==> config.mk <==
export PLATFORM = sky130hd
export DESIGN_NAME = alu_add_sequencer
export DESIGN_NICKNAME = d
export VERILOG_FILES = /design/src/rtl/alu_add_sequencer_pkg.sv /design/src/rtl/alu_add_sequencer_lookahead.sv /design/src/rtl/alu_add_sequencer.sv
export SDC_FILE = /design/constraint.sdc
export NUM_CORES = 1
export LEC_CHECK = 0
export CAP_MARGIN = 20
export CELL_PAD_IN_SITES_DETAIL_PLACEMENT = 0
export CELL_PAD_IN_SITES_GLOBAL_PLACEMENT = 1
export CORE_MARGIN = 5
export CORE_UTILIZATION = 30
export DETAILED_ROUTE_END_ITERATION = 16
export DONT_BUFFER_PORTS = 1
export PLACE_DENSITY_LB_ADDON = 0.15
export SETUP_SLACK_MARGIN = 0.02
export SYNTH_ARGS = -nofsm -noshare
export SYNTH_HDL_FRONTEND = slang
export SYNTH_SLANG_ARGS = --single-unit
==> constraint.sdc <==
create_clock -name CLK -period 6.5 [get_ports CLK]
set_clock_uncertainty 0.1 [all_clocks]
set_input_delay 1.3 -clock CLK [delete_from_list [all_inputs] [get_ports CLK]]
set_output_delay 1.3 -clock CLK [all_outputs]
set_load 0.05 [all_outputs]
==> src/rtl/alu_add_sequencer_pkg.sv <==
// Shared ALU package: FSM state and operation encodings plus small decode
// helpers used by the slice-serial add sequencer.
package alu_add_sequencer_pkg;

  localparam int SLICE_W = 8;

  typedef enum logic [1:0] {
    ST_IDLE = 2'd0,
    ST_BUSY = 2'd1,
    ST_DONE = 2'd2
  } state_e;

  typedef enum logic [1:0] {
    OP_ADD = 2'd0,
    OP_ADC = 2'd1,
    OP_SUB = 2'd2,
    OP_SBC = 2'd3
  } op_e;

  // Subtraction is A + ~B + carry, so B is inverted for SUB/SBC.
  function automatic logic op_is_sub(input op_e op);
    return (op == OP_SUB) || (op == OP_SBC);
  endfunction

  // Initial carry: ADD 0, SUB 1 (two's complement), ADC/SBC take the caller's carry.
  function automatic logic op_carry_in(input op_e op, input logic cin);
    logic c;
    case (op)
      OP_ADD:  c = 1'b0;
      OP_SUB:  c = 1'b1;
      default: c = cin;
    endcase
    return c;
  endfunction

endpackage

==> src/rtl/alu_add_sequencer_lookahead.sv <==
// alu_lookahead: 8-bit carry block. CARRYS[i] is the carry out of bit i
// given propagate P, generate G and carry into bit 0.
module alu_lookahead (
  input  logic [7:0] P,
  input  logic [7:0] G,
  input  logic       C_IN,
  output logic [7:0] CARRYS
);

  logic c;

  // Carry recurrence c[i] = G[i] | P[i]&c[i-1]; flattens to lookahead terms.
  always_comb begin
    CARRYS = '0;
    c      = C_IN;
    for (int i = 0; i < 8; i++) begin
      c         = G[i] | (P[i] & c);
      CARRYS[i] = c;
    end
  end

endmodule

==> src/rtl/alu_add_sequencer.sv <==
// alu_add_sequencer: multi-byte add/subtract that processes one 8-bit slice
// per cycle through a single shared alu_lookahead block.
// Optional flags: define ALU_SEQ_FLAGS_EN to build ZERO/OVERFLOW logic;
// otherwise both ports are tied to 0.
module alu_add_sequencer
  import alu_add_sequencer_pkg::*;
#(
  parameter int NUM_SLICES = 4
) (
  input  logic                      CLK,
  input  logic                      RST,
  input  logic                      IN_VALID,
  output logic                      IN_READY,
  input  logic [1:0]                OP,
  input  logic [8*NUM_SLICES-1:0]   A,
  input  logic [8*NUM_SLICES-1:0]   B,
  input  logic                      CARRY_IN,
  output logic                      OUT_VALID,
  input  logic                      OUT_READY,
  output logic [8*NUM_SLICES-1:0]   RESULT,
  output logic                      CARRY_OUT,
  output logic                      ZERO,
  output logic                      OVERFLOW
);

  localparam int W     = SLICE_W * NUM_SLICES;
  localparam int IDX_W = (NUM_SLICES > 1) ? $clog2(NUM_SLICES) : 1;

  state_e           state, state_nxt;
  logic [IDX_W-1:0] idx;
  logic [W-1:0]     a_q, b_q;
  logic             carry_q;
  op_e              op_v;
  logic             accept, last_slice;
  logic [7:0]       a_byte, b_byte, p, g, carrys, sum_byte;

  assign op_v       = op_e'(OP);
  assign accept     = (state == ST_IDLE) && IN_VALID;
  assign last_slice = (idx == IDX_W'(NUM_SLICES - 1));

  assign a_byte   = a_q[{idx, 3'b000} +: 8];
  assign b_byte   = b_q[{idx, 3'b000} +: 8];
  assign p        = a_byte ^ b_byte;
  assign g        = a_byte & b_byte;
  assign sum_byte = p ^ {carrys[6:0], carry_q};

  alu_lookahead u_lookahead (
    .P      (p),
    .G      (g),
    .C_IN   (carry_q),
    .CARRYS (carrys)
  );

  // State register.
  always_ff @(posedge CLK or posedge RST) begin
    if (RST) state <= ST_IDLE;
    else     state <= state_nxt;
  end

  // Next state and handshake outputs, decoded from state only.
  always_comb begin
    state_nxt = state;
    IN_READY  = 1'b0;
    OUT_VALID = 1'b0;
    case (state)
      ST_IDLE: begin
        IN_READY = 1'b1;
        if (IN_VALID) state_nxt = ST_BUSY;
      end
      ST_BUSY: begin
        if (last_slice) state_nxt = ST_DONE;
      end
      ST_DONE: begin
        OUT_VALID = 1'b1;
        if (OUT_READY) state_nxt = ST_IDLE;
      end
      default: state_nxt = ST_IDLE;
    endcase
  end

  // Operand latch on accept, then one result slice and carry per BUSY edge.
  always_ff @(posedge CLK or posedge RST) begin
    if (RST) begin
      a_q       <= '0;
      b_q       <= '0;
      carry_q   <= 1'b0;
      idx       <= '0;
      RESULT    <= '0;
      CARRY_OUT <= 1'b0;
    end else if (accept) begin
      a_q     <= A;
      b_q     <= op_is_sub(op_v) ? ~B : B;
      carry_q <= op_carry_in(op_v, CARRY_IN);
      idx     <= '0;
    end else if (state == ST_BUSY) begin
      RESULT[{idx, 3'b000} +: 8] <= sum_byte;
      carry_q                    <= carrys[7];
      if (last_slice) begin
        idx       <= '0;
        CARRY_OUT <= carrys[7];
      end else begin
        idx <= idx + 1'b1;
      end
    end
  end

`ifdef ALU_SEQ_FLAGS_EN
  logic [W-1:0] next_result;

  // Full result as it will look after this edge, so ZERO sees the last slice.
  always_comb begin
    next_result                     = RESULT;
    next_result[{idx, 3'b000} +: 8] = sum_byte;
  end

  // Flags are captured together with the final slice.
  always_ff @(posedge CLK or posedge RST) begin
    if (RST) begin
      ZERO     <= 1'b0;
      OVERFLOW <= 1'b0;
    end else if ((state == ST_BUSY) && last_slice) begin
      ZERO     <= (next_result == '0);
      OVERFLOW <= carrys[6] ^ carrys[7];
    end
  end
`else
  assign ZERO     = 1'b0;
  assign OVERFLOW = 1'b0;
`endif

endmodule
==> Word-level counts from Yosys, hierarchy flattened <==
Index checks and enable logic that the tools add are counted.
{ "word_totals": {"register_bits": 102, "output_inout_bits": 37, "input_bits": 71} }
{ "op_classes": {"n_bitwise": 21, "n_reduce_logical": 8, "n_mux": 14, "n_eq_ne": 8, "shift": 4, "add_sub_neg": 2} }
{ "op_table": {"columns": ["operator", "count"], "rows": [
  ["$shiftx A32 B6 Y8", 2],
  ["$bwmux W32", 1],
  ["$mux W32", 1],
  ["$not A32 Y32", 1],
  ["$shift A8 B7 Y32 const A", 1],
  ["$shiftx A8 B7 Y32", 1],
  ["$xor A8 B8 Y8", 2],
  ["$mux W2", 6],
  ["$and A1 B1 Y1", 8],
  ["$and A8 B8 Y8", 1],
  ["$eq A2 B2 Y1 const B", 4],
  ["$or A1 B1 Y1", 8],
  ["$neg A5 Y7", 1],
  ["$ne A2 B2 Y1 const B", 3],
  ["$pmux W2 S3", 1],
  ["$reduce_and A3 Y1", 2],
  ["$logic_not A2 Y1", 2],
  ["$mux W1", 4],
  ["$add A2 B1 Y2 const B", 1],
  ["$eq A2 B1 Y1 const B", 1],
  ["$pmux W1 S2", 1],
  ["$reduce_and A2 Y1", 1],
  ["$reduce_bool A2 Y1", 1],
  ["$logic_and A1 B1 Y1", 1],
  ["other kinds (2)", 2]
]} }

==> Logic depth before layout (Yosys ltp) <==
Gate-level depths: netlist of the first run.
{ "logic_depth": {"ltp_word": 20, "ltp_mapped": 15, "depth_no_buf": 13} }

==> Hierarchy <==
A second synthesis of the first run with hierarchy kept.
{ "hier_totals": {"cells_unflattened": 373, "hier_area_um2": 5256.3} }
{ "by_module_without_submodules": {"columns": ["mod", "cells_per_inst", "area_each_um2", "n_inst"], "rows": [
  ["alu_add_sequencer", 357, 5137.4, 1],
  ["alu_lookahead", 16, 118.9, 1]
]} }

==> Least setup slack after synthesis of the first run <==
OpenSTA, ideal clock, no wires.
{ "synth_path": {"kind": "flip-flop to flip-flop", "from": "register idx[1]", "to": "register RESULT[7]", "synth_period_minus_slack_ns": 4.472, "n_path_buf": 2, "t_arrival_ns": 4.232, "setup_time_ns": 0.140, "path_slack_ns": 2.028, "path_stages_with_launch": 16, "cell_sequence": "dfrtp_1 clkbuf_1 buf_2 mux4_2 fa_1 inv_1 fa_1 fa_1 fa_1 fa_1 fa_1 fa_1 inv_1 fa_1 inv_1 o32ai_1"} }
{ "synth_between": {"elab_chain_cells": 19, "elab_cells_between_ends": 23, "cone_classes": "add/sub (1); shift (4); mux (1); bitwise (17)"} }
{ "synth_lines": {"columns": ["item", "line_no", "source"], "rows": [
  ["start: declaration", "alu_add_sequencer.sv:30", "logic [IDX_W-1:0] idx;"],
  ["start signal: assignment", "alu_add_sequencer.sv:102", "idx <= idx + 1'b1;"],
  ["$shiftx A32 B6 Y8, on equally long branches", "alu_add_sequencer.sv:41, alu_add_sequencer.sv:42", null],
  ["$xor A8 B8 Y8", "alu_add_sequencer.sv:43", "assign p = a_byte ^ b_byte;"],
  ["$and A1 B1 Y1", "alu_add_sequencer_lookahead.sv:17", "c = G[i] | (P[i] & c);"],
  ["$or A1 B1 Y1", "alu_add_sequencer_lookahead.sv:17", null],
  ["$and A1 B1 Y1", "alu_add_sequencer_lookahead.sv:17", null],
  ["$or A1 B1 Y1", "alu_add_sequencer_lookahead.sv:17", null],
  ["$and A1 B1 Y1", "alu_add_sequencer_lookahead.sv:17", null],
  ["$or A1 B1 Y1", "alu_add_sequencer_lookahead.sv:17", null],
  ["(+3 left out)", null, null],
  ["$or A1 B1 Y1", "alu_add_sequencer_lookahead.sv:17", null],
  ["$and A1 B1 Y1", "alu_add_sequencer_lookahead.sv:17", null],
  ["$or A1 B1 Y1", "alu_add_sequencer_lookahead.sv:17", null],
  ["$and A1 B1 Y1", "alu_add_sequencer_lookahead.sv:17", null],
  ["$or A1 B1 Y1", "alu_add_sequencer_lookahead.sv:17", null],
  ["$xor A8 B8 Y8", "alu_add_sequencer.sv:45", "assign sum_byte = p ^ {carrys[6:0], carry_q};"],
  ["$shiftx A8 B7 Y32", "alu_add_sequencer.sv:96", "RESULT[{idx, 3'b000} +: 8] <= sum_byte;"],
  ["$bwmux W32 *", "alu_add_sequencer.sv:96", null],
  ["end signal: indexed assignment", "alu_add_sequencer.sv:96", null],
  ["end: declaration", "alu_add_sequencer.sv:20", "output logic [8*NUM_SLICES-1:0] RESULT,"]
]} }
Mark *: on every way between the ends. The rest lies on a longest branch, timed or not.
A chain may end at the register's enable or synchronous reset.

==> Worst setup path in the final report of the first run <==
Ends and elaborated chain as after synthesis.

==> results_dict.tcl, run 1 <==
set metrics [dict create \
    status "complete, no violations" \
    grt_max_degree 66 \
    critical_path_class "flop to flop" \
    cts_setup_buffers 0 \
    crit_start "idx[1]" \
    clock_path_buffers 2 \
    synth_top_family_by_area "multiplexers" \
    critPathSlowestCell "dfrtp_1" \
    cts_tree "yes" \
    vias 2763 \
    r2r-start "idx[1]" \
    design.core.area_sq_um 16600 \
    grt_pass1_vias 3100 \
    routedWlPerCell_um 21.0 \
    ios 108 \
    drtAntennaViolNets 0 \
    max-vdd-ir-drop_uv 353 \
    crit_buf_inv 3 \
    fmax_mhz 203 \
    grt_usage_pct 12.7 \
    ys_warn_count 0 \
    remaining_drc_errors 0 \
    grtUsageMet1_pct 16.5 \
    row_count 47 \
    relSlewSlack_pct 33.3 \
    grt_pass1_wl_um 19000 \
    ys_types 32 \
    cp.depth 13 \
    gr-total-overflow 0 \
    synth_compound_area_share_pct 7.78 \
    dieHeight_um 140 \
    cts_resized 0 \
    place_congestion 0.777 \
    worst_pin_slew_ns 0.997 \
    arrival_ns 5.04 \
    final_nets 436 \
    antenna_found_initial 0 \
    yosysSeqAreaShare_pct 50.0 \
    synth_ff_type "dfrtp_1" \
    cts_root_buffer "clkbuf_16" \
    finalSetupViolCount 0 \
    maxCapViolCount 0 \
    drive_above_1_share_pct 15.4 \
    tns_ns 0 \
    rsz0062_at_grt "no" \
    reg2reg_to "RESULT[7]" \
    cp-end-kind "flop" \
    met2_usage_pct 20.6 \
    io_buffers 0 \
    clk_pin_slew_worst_paths_ns 0.07 \
    drt-initial-drc-count 127 \
    synth_top_area_share_pct 50.0 \
    via_per_inst 4.80 \
    critPathTopFamily "adder cells" \
    initial_core_util_pct 30.7 \
    cp-endpoint "RESULT[7]" \
    power.density_nw_per_um2 621 \
    hold_path.class "flop to flop" \
    synthMuxAreaShare_pct 22.2 \
    r2r_slack_ns 1.56 \
    synth_area_sq_um 5100 \
    insertion_delay_ns 0.35 \
    cp_cell_sequence "mux4_2 -> fa_1 -> inv_1 -> fa_1 -> fa_1 -> fa_1 -> fa_1 -> fa_1 -> fa_1 -> inv_1 -> fa_1 -> inv_1 -> o32ai_1" \
    busiest_layer "met2" \
    die_x_um 140 \
    cts_buffers 9 \
    yosys.area.top_type "dfrtp_1" \
    cpPeakStageDelay_ns 0.96 \
    drt_wl_total_um 12100 \
    maxSlewViolCount 0 \
    die-area_sq_um 19700 \
    whs_path_depth 1 \
    totalPowerFinal_mw 3.44 \
    synth_xor_area_share_pct 5.49 \
    cts_hold_buf 0 \
    use_met3_pct 4.29 \
    htreeDepth 3 \
    avgSynthCellArea_sq_um 14.0 \
    ff2ff_path_depth 13 \
    p_leak_nw 2.32 \
    first_pass_iters 4 \
    synth_seq_cells 102 \
    synthArstFlopShare_pct 100 \
    synth-simple-area-share_pct 2.28 \
    syn2layout_area_growth_pct 8.46 \
    synthTopCellsByArea "dfrtp_1, mux2_1, xor2_1" \
    period_needed_ns 4.94 \
    cp_max_fo 21 \
    netlist_instances 364 \
    crit_path_start_kind "flop" \
    cp.required_ns 6.61 \
    synth_edf_count 0 \
    finalCritPeriodShare_pct 75.9 \
    clock-sinks 102 \
    antenna_cells 0 \
    hold_violations 0 \
    synth_adder_area_share_pct 4.61 \
    hpwl_um 8750 \
    cpMostUsedCell "fa_1" \
]
[cells in the final DEF, fill, tap and decap left out, types with 2 or more instances in the layout]
| cell type | netlist | routed |
|---|---|---|
| clkbuf_8 | 0 | 2 |
| dfrtp_1 | 102 | 102 |
| inv_1 | 52 | 51 |
| conb_1 | 1 | 2 |
| xor2_1 | 32 | 32 |
| o32ai_2 | 9 | 9 |
| nor2_1 | 2 | 2 |
| mux4_2 | 8 | 8 |
| o32ai_1 | 23 | 23 |
| buf_4 | 2 | 3 |
| ha_1 | 6 | 6 |
| clkbuf_16 | 0 | 9 |
| mux2_2 | 17 | 17 |
| fa_1 | 8 | 8 |
| nand3b_1 | 3 | 3 |
| mux4_1 | 8 | 8 |
| clkinv_2 | 0 | 2 |
| mux2_1 | 49 | 49 |
| and3b_1 | 5 | 5 |
[worst register-to-register path, cell delays in order (launching register included)]
cell and delay, ns:
dfrtp_1 0.96, mux4_2 0.41, fa_1 0.18, inv_1 0.05
fa_1 0.39, fa_1 0.39, fa_1 0.39, fa_1 0.39
fa_1 0.39, fa_1 0.37, inv_1 0.08, fa_1 0.40
inv_1 0.16, o32ai_1 0.11
[report_power, final]
group	internal [mW]	switching (mW)	total, mW
logic	0.637	0.911	1.55
clock network	0.320	0.238	0.557
registers	0.911	0.421	1.33
[layout make-up]
class                      instances  area, sq um
tap                              220          275
fill                            1656        11100
multi-input combinational        183         2180
clock buffer                      11          253
inverter                          52          198
timing repair buffer               3         22.5
sequential                       102         2550
clock inverter                     5         56.3
[flip-flops by register name (all words and copies together) (netlist names)]
signal / count
RESULT: 32
a_q: 32
b_q: 32
idx: 2
state: 2
CARRY_OUT: 1
carry_q: 1
[worst min-delay path by stage]
stage	end	from	slack, ns
floorplan	a_q[11]	a_q[11]	0.35
global placement	a_q[3]	a_q[3]	0.36
detailed placement	a_q[11]	a_q[11]	0.37
CTS	a_q[11]	a_q[11]	0.39
global route	b_q[11]	b_q[11]	0.40
finish	a_q[11]	a_q[11]	0.38
[cells in the mapped netlist (all sizes together), types with 2 or more instances]
| master | n |
|---|---|
| nor2 | 2 |
| mux2 | 66 |
| and3b | 5 |
| buf | 20 |
| dfrtp | 102 |
| ha | 6 |
| o32ai | 32 |
| inv | 52 |
| mux4 | 16 |
| nand3b | 3 |
| clkbuf | 8 |
| fa | 8 |
| xor2 | 32 |
[routing by layer]
layer | vias to the layer above | part of all wire (%)
met5 | - | 0
met3 | 9 | 6.0
met2 | 74 | 49
li1 | 1246 | -
met4 | 0 | 0.90
met1 | 1434 | 44
[logic make-up after synthesis]
group | after synthesis
AO/OA/AOI/OAI | 38
XOR/XNOR | 32
adder cells (fa/ha/maj) | 14
buffers and inverters | 80
flip-flops | 102
multiplexers | 82
other | 1
AND/OR/NAND/NOR | 15
[per-stage QoR]
stage               util [%]  hold slack [ns]  setup WS [ns]  instance area [sq um]  instances
floorplan                  -            0.349           2.03                   5100        365
global placement        31.4            0.364           1.68                   5220        560
detailed placement      31.4            0.372           1.51                   5220        560
CTS                     33.2            0.387           1.48                   5530        576
global route            33.2            0.395           1.27                   5530        576
finish                  33.2            0.382           1.56                   5530        576
Power figures use the tool's default switching activity.
==> inputs of run 2 (changes only) <==
Clock period 6.5 ns to 4.9 ns, I/O delays scaled along.
==> run 2 against run 1 <==
Clock-buffer cell count shrank 1. Setup slack got worse by 1.1 ns. Core utilization is 0.47 points higher. Clock power grew 59%. Wire length rose by 1.9%. Die area unchanged. Hold slack worse by 0.0016 ns. First-iteration DRC count shrank 7.1%. Critical endpoint unchanged. Global-route usage increased by 0.33 points. Maximum frequency up 11%.
==> results_dict.tcl, run 2 (synthesis results as in run 1) <==
set metrics [dict create \
    initial_core_util_pct 30.7 \
    hold_path.class "flop to flop" \
    fmax_mhz 225 \
    whs_ns 0.380 \
    worst_pin_slew_ns 1.01 \
    clock_path_buffers 2 \
    ff2ff_path_depth 13 \
    arrival_ns 4.55 \
    setup_slack_ns 0.460 \
    cts_setup_buffers 0 \
    seqPwrFrac_pct 36.3 \
    grt_max_degree 74 \
    grt_pass1_wl_um 19600 \
    row_count 47 \
    final_common_cell "dfrtp_1" \
    n_fill_cell 1639 \
    cp-end-kind "flop" \
    cp.required_ns 5.01 \
    cts_tree "yes" \
    post_dp_cell_area_sq_um 5240 \
    cpMostUsedCell "fa_1" \
    swShare_pct 44.6 \
    dieHeight_um 140 \
    power.density_nw_per_um2 846 \
    cts_hold_buf 0 \
    drt_wl_total_um 12300 \
    stdcell_area_sq_um 5610 \
    whs_path_depth 1 \
    totalPowerFinal_mw 4.75 \
    finalCritPeriodShare_pct 90.6 \
    critPathTopFamily "adder cells" \
    critPathSlowestCell "dfrtp_1" \
    final_cell_mix "dfrtp_1, inv_1, mux2_1" \
    design.core.area_sq_um 16600 \
    drive_above_1_share_pct 15.9 \
    pre_cts_ws_ns 0.452 \
    cp_cell_sequence "mux4_2 -> fa_1 -> inv_1 -> fa_1 -> fa_1 -> fa_1 -> fa_1 -> fa_1 -> fa_1 -> inv_1 -> fa_1 -> inv_1 -> o32ai_1" \
    p_sw_mw 2.12 \
    crit_buf_inv 3 \
    die-area_sq_um 19700 \
    finalSetupViolCount 0 \
    critical_path_class "flop to flop" \
    hpwl_um 8830 \
    rsz0062_at_grt "no" \
    io_buffers 0 \
    ios 108 \
    final_nets 438 \
    relSlewSlack_pct 32.4 \
    place_congestion 0.689 \
    remaining_drc_errors 0 \
    max-vdd-ir-drop_uv 447 \
    clk_pin_slew_worst_paths_ns 0.07 \
    p_leak_nw 2.36 \
    clock-sinks 102 \
    syn2layout_area_growth_pct 9.98 \
    antenna_cells 0 \
    grt_usage_pct 13.0 \
    vias 2782 \
    p_int_mw 2.63 \
    crit_path_start_kind "flop" \
    status "complete, no violations" \
    maxCapViolCount 0 \
    die_x_um 140 \
    insertion_delay_ns 0.35 \
    maxSlewViolCount 0 \
    gr-total-overflow 0 \
    drt-initial-drc-count 118 \
    via_per_inst 4.81 \
    cp_max_fo 10 \
    cts_root_buffer "clkbuf_16" \
    cp.depth 13 \
    cpPeakStageDelay_ns 0.59 \
    drtAntennaViolNets 0 \
    grt_pass1_vias 3153 \
    first_pass_iters 6 \
    reg_top3 "RESULT x32, a_q x32, b_q x32" \
    cts_buffers 9 \
    p_comb_share_pct 45.0 \
    htreeDepth 3 \
    period_needed_ns 4.44 \
    routedWlPerCell_um 21.3 \
    antenna_found_initial 0 \
    p_clk_share_pct 18.7 \
    cts_resized 0 \
    hold_violations 0 \
    tns_ns 0 \
]
==> run 2: changes by cell type in the layout (fill, tap and decap cells not counted), sizes merged <==
cell,previous run,this run
bufinv,1,4
buf,3,5
clkbuf,11,10
clkinv,2,1
inv,53,52
==> run 2: through the flow <==
stage,util (%),std cells
floorplan,-,365
global placement,31.5,562
detailed placement,31.5,562
CTS,33.7,578
global route,33.7,578
finish,33.7,578
==> run 2: cell type report <==
class	instances	area, sq um	share of cell area (%)
timing repair buffer	5	37.5	0.669
multi-input combinational	183	2180	38.8
inverter	52	198	3.52
tap	220	275	4.91
clock buffer	10	239	4.26
clock inverter	6	133	2.36
sequential	102	2550	45.5
==> run 2: layer usage <==
layer  vias to the layer above  GRT usage, %  part of all wire [%]
met1                      1455          15.9                    42
met4                         0          3.31                   1.3
li1                       1246             -                     -
met3                        12          5.21                   6.4
met5                         -             0                     0
met2                        69          21.6                    50
==> run 2: path summary, 6_finish.rpt <==
path                            startpoint    endpoint  slack (ns)
worst max-delay path                idx[1]   RESULT[7]        0.46
worst min-delay path                a_q[3]      a_q[3]        0.38
worst max register to register      idx[1]   RESULT[7]        0.46
worst min register to register      a_q[3]      a_q[3]        0.38
max in group asynchronous              RST     b_q[27]        3.10
min in group asynchronous              RST  RESULT[29]        0.62
==> run 2: power groups by stage <==
stage,Combinational [mW],Clock (mW),Sequential [mW]
2_1_floorplan,1.56,0,1.63
3_3_place_gp,2.17,0,1.76
3_5_place_dp,2.20,0,1.76
4_1_cts,2.21,0.911,1.74
5_1_grt,2.36,0.942,1.78
6_report,2.14,0.887,1.72
==> run 2: worst reg2reg max path, delay by kind of cell, from the launching register on <==
| kind | cells | cell delay (ns) |
|---|---|---|
| mux | 1 | 0.30 |
| flops | 1 | 0.59 |
| compound gates | 1 | 0.11 |
| fa+ha+maj | 8 | 2.90 |
| buf+inv | 3 | 0.29 |
==> inputs of run 3 (changes only) <==
Settings changed: ABC_AREA set to 1.
==> run 3 against run 2 <==
Core utilization down 0.71 points. Combinational power down 7%. Non-clock buffer count up 5. Final area up 1.0%. Clock-buffer cell count up 4. Register-to-register slack worse by 0.14 ns. Power down 6.7%. Maximum frequency down 3.1%. Wire length up 8.6%. Critical path depth up 7. Sequential power about the same. Critical endpoint is now RESULT[31]. Highest routed layer unchanged.
==> results_dict.tcl, run 3 <==
set metrics [dict create \
    die_x_um 142 \
    synth_edf_count 0 \
    arrival_ns 4.72 \
    synthTopCellsByArea "dfrtp_1, nand2_1, xor2_1" \
    syn2layout_area_growth_pct 8.74 \
    maxSlewViolCount 0 \
    fmax_mhz 218 \
    dp.cells 852 \
    rsz0062_at_grt "no" \
    final_util_pct 33.0 \
    grt_pass1_wl_um 22300 \
    ys_warn_count 0 \
    place_congestion 0.752 \
    synth_ff_type "dfrtp_1" \
    grt_max_degree 70 \
    cts_root_buffer "clkbuf_16" \
    grt_usage_pct 14.1 \
    final_common_cell "nand2_1" \
    worst_pin_slew_ns 0.910 \
    clk_pin_slew_worst_paths_ns 0.07 \
    design.core.area_sq_um 17200 \
    drt_wl_total_um 13400 \
    fin_cells 871 \
    synth_top_area_share_pct 49.0 \
    power.density_nw_per_um2 781 \
    gr-total-overflow 0 \
    final_cell_mix "nand2_1, dfrtp_1, nand3_1" \
    period_needed_ns 4.58 \
    yosys.area.top_type "dfrtp_1" \
    finalCritPeriodShare_pct 93.5 \
    n_fill_cell 1938 \
    remaining_drc_errors 0 \
    critical_path_class "flop to flop" \
    final_nets 726 \
    drtAntennaViolNets 0 \
    antenna_cells 0 \
    clock-sinks 102 \
    status "complete, no violations" \
    drt-initial-drc-count 271 \
    ios 108 \
    maxCapViolCount 0 \
    cp_max_fo 14 \
    finalSetupViolCount 0 \
    max-vdd-ir-drop_uv 274 \
    multi_input_area_sq_um 2330 \
    insertion_delay_ns 0.35 \
    yosys-top-cells-count "nand2_1, dfrtp_1, nand3_1" \
    row_count 48 \
    die-area_sq_um 20100 \
    io_buffers 0 \
    clock_path_buffers 2 \
    cts_tree "yes" \
    avgSynthCellArea_sq_um 8.01 \
    drive_above_1_share_pct 5.88 \
    routedWlPerCell_um 15.4 \
    antenna_found_initial 0 \
    hold_path.class "flop to flop" \
    cts_hold_buf 0 \
    netlist_instances 651 \
    tns_ns 0 \
    hpwl_um 10100 \
    register_area_sq_um 2550 \
    hold_violations 0 \
    first_pass_iters 5 \
    reg_top3 "RESULT x32, a_q x32, b_q x32" \
    cp.required_ns 5.04 \
    synth_seq_cells 102 \
    relSlewSlack_pct 39.1 \
    cp-end-kind "flop" \
    ys_types 28 \
    p_leak_nw 2.99 \
    via_per_inst 4.51 \
    yosysSeqAreaShare_pct 49.0 \
    htreeDepth 3 \
    synth_area_sq_um 5210 \
    synthArstFlopShare_pct 100 \
    dieHeight_um 142 \
    initial_core_util_pct 30.4 \
    whs_ns 0.375 \
    cts_buffers 9 \
    vias 3928 \
    yosysMostFrequentCell "nand2_1" \
    grt_pass1_vias 4102 \
    crit_path_start_kind "flop" \
]
run 3: changes by cell type in the layout (fill, tap and decap cells not counted), sizes merged, moves of 8 or more:
cell / delta
nand2: +343
mux2: -66
nand3: +43
o32ai: -32
inv: -20
nor2: +20
o21ai: +17
mux4: -16
o211ai: +8
run 3: metrics by stage:
stage | cell area, sq um | total power, mW | setup WS, ns
after floorplan | 5220 | 3.18 | 0.453
after global placement | 5350 | 3.76 | 0.289
after detailed placement | 5350 | 3.78 | 0.188
after CTS | 5640 | 4.50 | 0.180
after global routing | 5670 | 4.87 | 0.0378
final | 5670 | 4.43 | 0.320
run 3: worst paths after layout:
check	cells past startpoint	slack, ns	start	end
setup reg to reg	20	0.32	idx[0]	RESULT[31]
max in group asynchronous	2	3.11	RST	a_q[21]
hold reg to reg	2	0.37	a_q[21]	a_q[21]
setup / recovery	20	0.32	idx[0]	RESULT[31]
min in group asynchronous	1	0.56	RST	a_q[0]
hold / removal	2	0.37	a_q[21]	a_q[21]
run 3: cell type report:
class	instances	area share, %
sequential	102	45.0
multi-input combinational	484	41.2
tap	225	4.97
clock buffer	14	4.83
inverter	34	2.41
timing repair buffer	10	1.32
clock inverter	2	0.265
run 3: repair_timing:
action                     in CTS  in global routing
setup endpoints to repair       0                  3
gates resized for setup         0                  1
buffers inserted                0                  3
run 3: worst max-delay path: stages, from the launching register on:
cell        delay [ns]
dfrtp_1           0.39
clkinvlp_4        0.23
nand2_1           0.13
o211ai_1          0.09
nand2_1           0.10
fa_1              0.18
inv_1             0.05
fa_1              0.38
fa_1              0.40
fa_1              0.40
fa_1              0.40
fa_1              0.40
fa_1              0.38
inv_1             0.08
fa_1              0.42
inv_1             0.07
nor2_1            0.05
nand2_1           0.09
inv_1             0.04
nand2_1           0.05
nand2_1           0.04
run 3: kinds of logic after synthesis:
kind of cell	share of synthesized area [%]
other	0.0719
flip-flops	49.0
buffers and inverters	6.34
AO/OA/AOI/OAI	2.93
XOR/XNOR	5.38
AND/OR/NAND/NOR	31.8
adder cells (fa/ha/maj)	4.51
run 3: report_power, final:
group | switching [mW] | total (mW) | internal (mW) | leakage (nW)
Sequential | 0.553 | 1.75 | 1.20 | 1.31
Combinational | 1.31 | 1.99 | 0.679 | 1.55
Clock | 0.307 | 0.693 | 0.387 | 0.135
run 3: routing by layer:
metal	vias up	routed length [um]	track usage (%)
met5	-	0	0
met2	86	6090	21.9
li1	1970	-	-
met4	0	191	4.14
met3	13	838	4.38
met1	1859	6270	19.1
